## config.mk

```make
export PLATFORM = sky130hd
export DESIGN_NAME = svc_uart_rx_flat
export DESIGN_NICKNAME = d
export VERILOG_FILES = /design/src/rtl/svc_uart_rx_if.sv /design/src/rtl/svc_uart_rx.sv /design/src/flat_wrapper.sv
export SDC_FILE = /design/constraint.sdc
export NUM_CORES = 1
export LEC_CHECK = 0
export CELL_PAD_IN_SITES_DETAIL_PLACEMENT = 1
export CELL_PAD_IN_SITES_GLOBAL_PLACEMENT = 1
export CORE_ASPECT_RATIO = 1.1
export CORE_MARGIN = 5
export CORE_UTILIZATION = 41
export CTS_CLUSTER_SIZE = 8
export DETAILED_ROUTE_END_ITERATION = 8
export PLACE_DENSITY = 0.83
export SLEW_MARGIN = 40
export SYNTH_ARGS = -nofsm -noshare
export SYNTH_HDL_FRONTEND = slang
export SYNTH_SLANG_ARGS = --single-unit
```

## constraint.sdc

```tcl
create_clock -name clk -period 1.9 [get_ports clk]
set_input_delay 0.57 -clock clk [delete_from_list [all_inputs] [get_ports clk]]
set_output_delay 0.57 -clock clk [all_outputs]
set_load 0.1 [all_outputs]
```

## src/rtl/svc_uart_rx_if.sv

```systemverilog
// Receive-side byte stream of svc_uart_rx: valid/ready handshake plus
// single-cycle error pulses.
interface svc_uart_rx_if;
    logic       urx_valid;
    logic [7:0] urx_data;
    logic       urx_ready;
    logic       urx_frame_err;
    logic       urx_overrun;

    modport master (
        output urx_valid,
        output urx_data,
        output urx_frame_err,
        output urx_overrun,
        input  urx_ready
    );

    modport slave (
        input  urx_valid,
        input  urx_data,
        input  urx_frame_err,
        input  urx_overrun,
        output urx_ready
    );
endinterface

```

## src/rtl/svc_uart_rx.sv

```systemverilog
// 8N1 UART receiver: mid-bit sampling from a fixed divider, one-deep
// output register, frame-error and overrun pulses.
module svc_uart_rx #(
    parameter int CLOCK_FREQ = 100_000_000,
    parameter int BAUD_RATE  = 115_200
) (
    input  logic              clk,
    input  logic              rst_n,
    input  logic              urx_pin,
    svc_uart_rx_if.master     urx
);

    localparam int BIT_CYCLES = CLOCK_FREQ / BAUD_RATE;
    localparam int HALF       = BIT_CYCLES / 2;
    localparam int CW         = $clog2(BIT_CYCLES);

    localparam logic [CW-1:0] LOAD_HALF = CW'(HALF - 1);
    localparam logic [CW-1:0] LOAD_BIT  = CW'(BIT_CYCLES - 1);

    localparam logic [2:0] S_IDLE  = 3'd0;
    localparam logic [2:0] S_START = 3'd1;
    localparam logic [2:0] S_DATA  = 3'd2;
    localparam logic [2:0] S_STOP  = 3'd3;
    localparam logic [2:0] S_BREAK = 3'd4;

    logic [1:0]    sync_q;
    logic          rx_s;
    logic [2:0]    state_q;
    logic [CW-1:0] cnt_q;
    logic [2:0]    idx_q;
    logic [7:0]    shift_q;
    logic          valid_q;
    logic [7:0]    data_q;
    logic          ferr_q;
    logic          ovr_q;
    logic          tc;
    logic          accept;

    assign rx_s   = sync_q[1];
    assign tc     = (cnt_q == '0);
    assign accept = !valid_q || urx.urx_ready;

    assign urx.urx_valid     = valid_q;
    assign urx.urx_data      = data_q;
    assign urx.urx_frame_err = ferr_q;
    assign urx.urx_overrun   = ovr_q;

    // Pin is asynchronous; idle-high reset avoids a false start at release.
    always_ff @(posedge clk or negedge rst_n) begin
        if (!rst_n) begin
            sync_q <= 2'b11;
        end else begin
            sync_q <= {sync_q[0], urx_pin};
        end
    end

    always_ff @(posedge clk or negedge rst_n) begin
        if (!rst_n) begin
            state_q <= S_IDLE;
            cnt_q   <= '0;
            idx_q   <= '0;
            shift_q <= '0;
            valid_q <= 1'b0;
            data_q  <= '0;
            ferr_q  <= 1'b0;
            ovr_q   <= 1'b0;
        end else begin
            ferr_q <= 1'b0;
            ovr_q  <= 1'b0;
            if (valid_q && urx.urx_ready) begin
                valid_q <= 1'b0;
            end
            unique case (state_q)
                S_IDLE: begin
                    if (!rx_s) begin
                        cnt_q   <= LOAD_HALF;
                        state_q <= S_START;
                    end
                end
                S_START: begin
                    if (!tc) begin
                        cnt_q <= cnt_q - 1'b1;
                    end else if (rx_s) begin
                        state_q <= S_IDLE;
                    end else begin
                        cnt_q   <= LOAD_BIT;
                        idx_q   <= '0;
                        state_q <= S_DATA;
                    end
                end
                S_DATA: begin
                    if (!tc) begin
                        cnt_q <= cnt_q - 1'b1;
                    end else begin
                        shift_q <= {rx_s, shift_q[7:1]};
                        cnt_q   <= LOAD_BIT;
                        idx_q   <= idx_q + 1'b1;
                        if (idx_q == 3'd7) begin
                            state_q <= S_STOP;
                        end
                    end
                end
                S_STOP: begin
                    if (!tc) begin
                        cnt_q <= cnt_q - 1'b1;
                    end else if (rx_s) begin
                        state_q <= S_IDLE;
                        // Overrides the handshake clear: no bubble.
                        if (accept) begin
                            valid_q <= 1'b1;
                            data_q  <= shift_q;
                        end else begin
                            ovr_q <= 1'b1;
                        end
                    end else begin
                        ferr_q  <= 1'b1;
                        state_q <= S_BREAK;
                    end
                end
                S_BREAK: begin
                    if (rx_s) begin
                        state_q <= S_IDLE;
                    end
                end
                default: begin
                    state_q <= S_IDLE;
                end
            endcase
        end
    end

endmodule

```

## src/flat_wrapper.sv

```systemverilog
// flat-port wrapper written by rule: the top's interface ports become plain ports
module svc_uart_rx_flat 
#(
    parameter int CLOCK_FREQ = 100_000_000,
    parameter int BAUD_RATE  = 115_200
)
  (clk, rst_n, urx_pin, urx_urx_valid, urx_urx_data, urx_urx_frame_err, urx_urx_overrun, urx_urx_ready);
  svc_uart_rx_if urx_i ();
  input  logic clk;
  input  logic rst_n;
  input  logic urx_pin;
  output wire logic [$bits(urx_i.urx_valid)-1:0] urx_urx_valid;
  output wire logic [$bits(urx_i.urx_data)-1:0] urx_urx_data;
  output wire logic [$bits(urx_i.urx_frame_err)-1:0] urx_urx_frame_err;
  output wire logic [$bits(urx_i.urx_overrun)-1:0] urx_urx_overrun;
  input wire logic [$bits(urx_i.urx_ready)-1:0] urx_urx_ready;
  assign urx_urx_valid = urx_i.urx_valid;
  assign urx_urx_data = urx_i.urx_data;
  assign urx_urx_frame_err = urx_i.urx_frame_err;
  assign urx_urx_overrun = urx_i.urx_overrun;
  assign urx_i.urx_ready = urx_urx_ready;
  svc_uart_rx #(.CLOCK_FREQ(CLOCK_FREQ), .BAUD_RATE(BAUD_RATE)) u_core (.clk(clk), .rst_n(rst_n), .urx_pin(urx_pin), .urx(urx_i));
endmodule
```

==> results.py <==
metrics = {
    "route": {
        "vias": 1554,
        "drtIter0Drc": 134,
        "wl_um": 6530,
        "drc": 0,
        "vias_per_cell": 5.93,
        "postRouteAntennaNets": 0,
        "routedWlPerCell_um": 24.9,
        "first_pass_iters": 4,
    },
    "sta": {
        "setup_ws_ps": -269,
        "setup_viol": 35,
        "slew_viol_final": 0,
        "hold_ws_ps": 181,
        "min_period_ps": 2170,
        "fin_crit_sh": 1.14,
        "setup-tns-final_ps": -4910,
        "rsz0062_at_grt": "true",
        "tightest_slew_ps": 652,
        "worst_slew_margin_rel": 0.562,
        "hold_viol": 0,
        "timing.fmax_mhz": 461,
        "fin_worst_skew_ps": 12.4,
    },
    "worst_setup_path": {
        "crit_family": "compound AO/OA/AOI/OAI gates",
        "reg2reg_slack_ps": -270,
        "cp.depth": 7,
        "rr_startpoint": "u_core.cnt_q[1]",
        "cp_max_fo": 5,
        "cp.required_ps": 2140,
        "rr_endpoint": "u_core.cnt_q[4]",
        "reg2reg_depth": 7,
        "worstSetupStartpointType": "flop",
        "crit_chain": "inv_2 > ha_4 > or4b_4 > buf_6 > o31ai_4 > a21o_1 > a211o_1",
        "worstPathArrival_ps": 2410,
        "cpMaxStageDelayCell": "or4b_4",
        "critPathCaptureType": "flop",
        "worst-path-buf-inv": 2,
        "crit_path_max_incr_delay_ps": 510,
        "path_class": "flop to flop",
    },
    "placement": {
        "dp_slack_ps": -184,
        "portBuffers": 14,
        "gp_congestion": 0.854,
        "dp_hpwl_um": 3800,
    },
    "yosys": {
        "synth_edf_count": 0,
        "synth_nets": 165,
        "synth_top_cell_area_share": 0.494,
        "async_reset_ff_frac": 1.00,
        "ys_types": 44,
        "ys_ff_latch": 37,
        "synthTopCellsByArea": "dfrtp_1 49%, mux2_1 5.7%, mux2_2 5.7%, dfstp_2 3.0%, nand2_1 2.5%",
        "synth.largest_area_cell": "dfrtp_1",
        "syn_inst": 158,
        "synth-main-ff-cell": "dfrtp_1",
        "avgSynthCellArea_um2": 11.2,
        "seq_area_frac_synth": 0.524,
        "yosys_warnings": 0,
        "synth_area_mm2": 0.00177,
    },
    "die": {
        "io_pins": 15,
        "die_w_um": 72.7,
        "initial_core_util": 0.416,
        "die_h_um": 78.9,
        "num_rows": 25,
        "coreArea_mm2": 0.00425,
        "die_area_mm2": 0.00574,
    },
    "power_and_ir_drop": {
        "p_total_mw": 1.54,
        "leakage_nw": 1.30,
        "combPwrFrac": 0.021,
        "ir_drop_uv": 636,
        "p_sw_frac": 0.223,
        "powerDensity_mw_per_mm2": 566,
        "p_int_mw": 1.19,
        "clkPwrFrac": 0.461,
        "switching_power_uw": 342,
        "power_frac_seq": 0.518,
    },
    "clock_network": {
        "cts_buffers": 5,
        "cts_tree": "yes",
        "root_buffer": "clkbuf_8",
        "cts.sinks": 37,
        "htreeDepth": 2,
        "path_clk_slew_ps": 90,
        "cts_hold_buf": 0,
        "clockBufferDepth": 2,
        "clock_latency_ps": 300,
    },
    "outcome": {
        "status": "finished with violations",
        "violations": "negative setup slack",
    },
    "global_routing": {
        "grt_max_degree": 19,
        "grt_util_all_layers": 0.234,
        "grt_pass1_wl_um": 9840,
        "grt_pass1_vias": 1712,
        "antenna_found_initial": 0,
        "globalRouteOverflowTotal": 0,
    },
    "cells_and_area": {
        "final_common_cell": "dfrtp_1",
        "layout_common_cells": "35 x dfrtp_1, 28 x buf_4, 17 x mux2_4, 12 x buf_12, 9 x nand2_1",
        "syn2layout_area_growth_pct": 53.2,
        "nets": 214,
        "fillers": 435,
        "drive_gt1_frac": 0.510,
        "antenna_cells": 0,
    },
    "min_path": {
        "hold_path_class": "primary input to async pin",
    },
    "job": {
        "drv_cap": 0,
    },
}
[flip-flops by register name (all words and copies together) (netlist names)]
| register | flops |
|---|---|
| u_core.cnt_q | 10 |
| u_core.idx_q | 3 |
| u_core.shift_q | 8 |
| u_core.state_q | 3 |
| u_core.sync_q | 2 |
| u_core.urx.urx_data | 8 |
| u_core.urx.urx_frame_err | 1 |
| u_core.urx.urx_overrun | 1 |
| u_core.urx.urx_valid | 1 |
[power by group through the flow]
stage | Combinational [mW] | Clock, mW | Sequential, mW
finish | 0.0317 | 0.708 | 0.796
global route | 0.0362 | 0.751 | 0.796
CTS | 0.0315 | 0.701 | 0.795
detailed placement | 0.0305 | 0 | 0.809
global placement | 0.0286 | 0 | 0.809
floorplan | 0.00685 | 0 | 0.807
[worst reg2reg max path, delay by kind of cell, from the launching register on]
| family | cells | cell delay (ps) |
|---|---|---|
| AOI/OAI and AO/OA | 3 | 810 |
| adders and majority gates | 1 | 130 |
| buffers and inverters | 2 | 240 |
| DFF | 1 | 410 |
| and+or+nand+nor | 1 | 520 |
[worst max-delay path by stage]
stage                                from                 to  slack (ps)
after floorplan           u_core.cnt_q[0]    u_core.cnt_q[8]        -140
after global placement    u_core.cnt_q[1]    u_core.cnt_q[9]        -100
after detailed placement  u_core.cnt_q[1]    u_core.cnt_q[9]        -180
after CTS                 u_core.cnt_q[1]  u_core.shift_q[5]        -150
after global routing      u_core.cnt_q[1]    u_core.cnt_q[4]        -340
final                     u_core.cnt_q[1]    u_core.cnt_q[4]        -270
[stage by stage]
step	cell area (um2)	std cells	util
final	2710	262	0.638
after global routing	2710	262	0.638
after CTS	2620	258	0.615
after detailed placement	2300	243	0.542
after global placement	2300	243	0.542
after floorplan	1830	158	-
[cells by family after synthesis]
kind of cell | count (synthesis) | share of synthesized area
AO/OA/AOI/OAI | 35 | 0.135
adder cells (fa/ha/maj) | 3 | 0.0212
buffers and inverters | 14 | 0.0304
flip-flops | 37 | 0.524
multiplexers | 21 | 0.131
AND/OR/NAND/NOR | 48 | 0.158
[routing by layer]
| metal | routed length, um | track usage | share of wire |
|---|---|---|---|
| met1 | 2640 | 0.279 | 0.40 |
| met2 | 3410 | 0.409 | 0.52 |
| met3 | 227 | 0.0468 | 0.035 |
| met4 | 255 | 0.0867 | 0.039 |
| met5 | 0 | 0 | 0 |
[cell type report]
type / instances / area, um2 / share of cell area
clock buffer: 5 / 68.8 / 0.0254
clock inverter: 3 / 46.3 / 0.0171
inverter: 7 / 26.3 / 0.00968
multi-input combinational: 107 / 1030 / 0.381
sequential: 37 / 928 / 0.342
tap: 54 / 67.6 / 0.0249
timing repair buffer: 49 / 543 / 0.200
[synthesized netlist by cell type (2+ instances only)]
master / n
clkbuf_1: 5
dfstp_2: 2
inv_1: 7
nor2_1: 10
nand4_1: 3
or4_1: 2
o221ai_1: 2
mux2_1: 9
dfrtp_1: 35
ha_1: 3
mux2_2: 9
a31oi_1: 4
mux2i_1: 3
a21oi_1: 8
nor3_1: 2
nand2b_1: 3
nand2_1: 12
nor4_1: 2
a211o_1: 3
a211oi_1: 3
nand3_1: 2
o21ai_0: 7
[repair_timing]
action,in CTS,in global routing
setup buffers,8,5
hold endpoints to repair,0,0
gates resized for setup,31,16
pin swaps,12,11
setup endpoints to repair,34,35
Note: power is estimated with default switching activity, not from simulation.
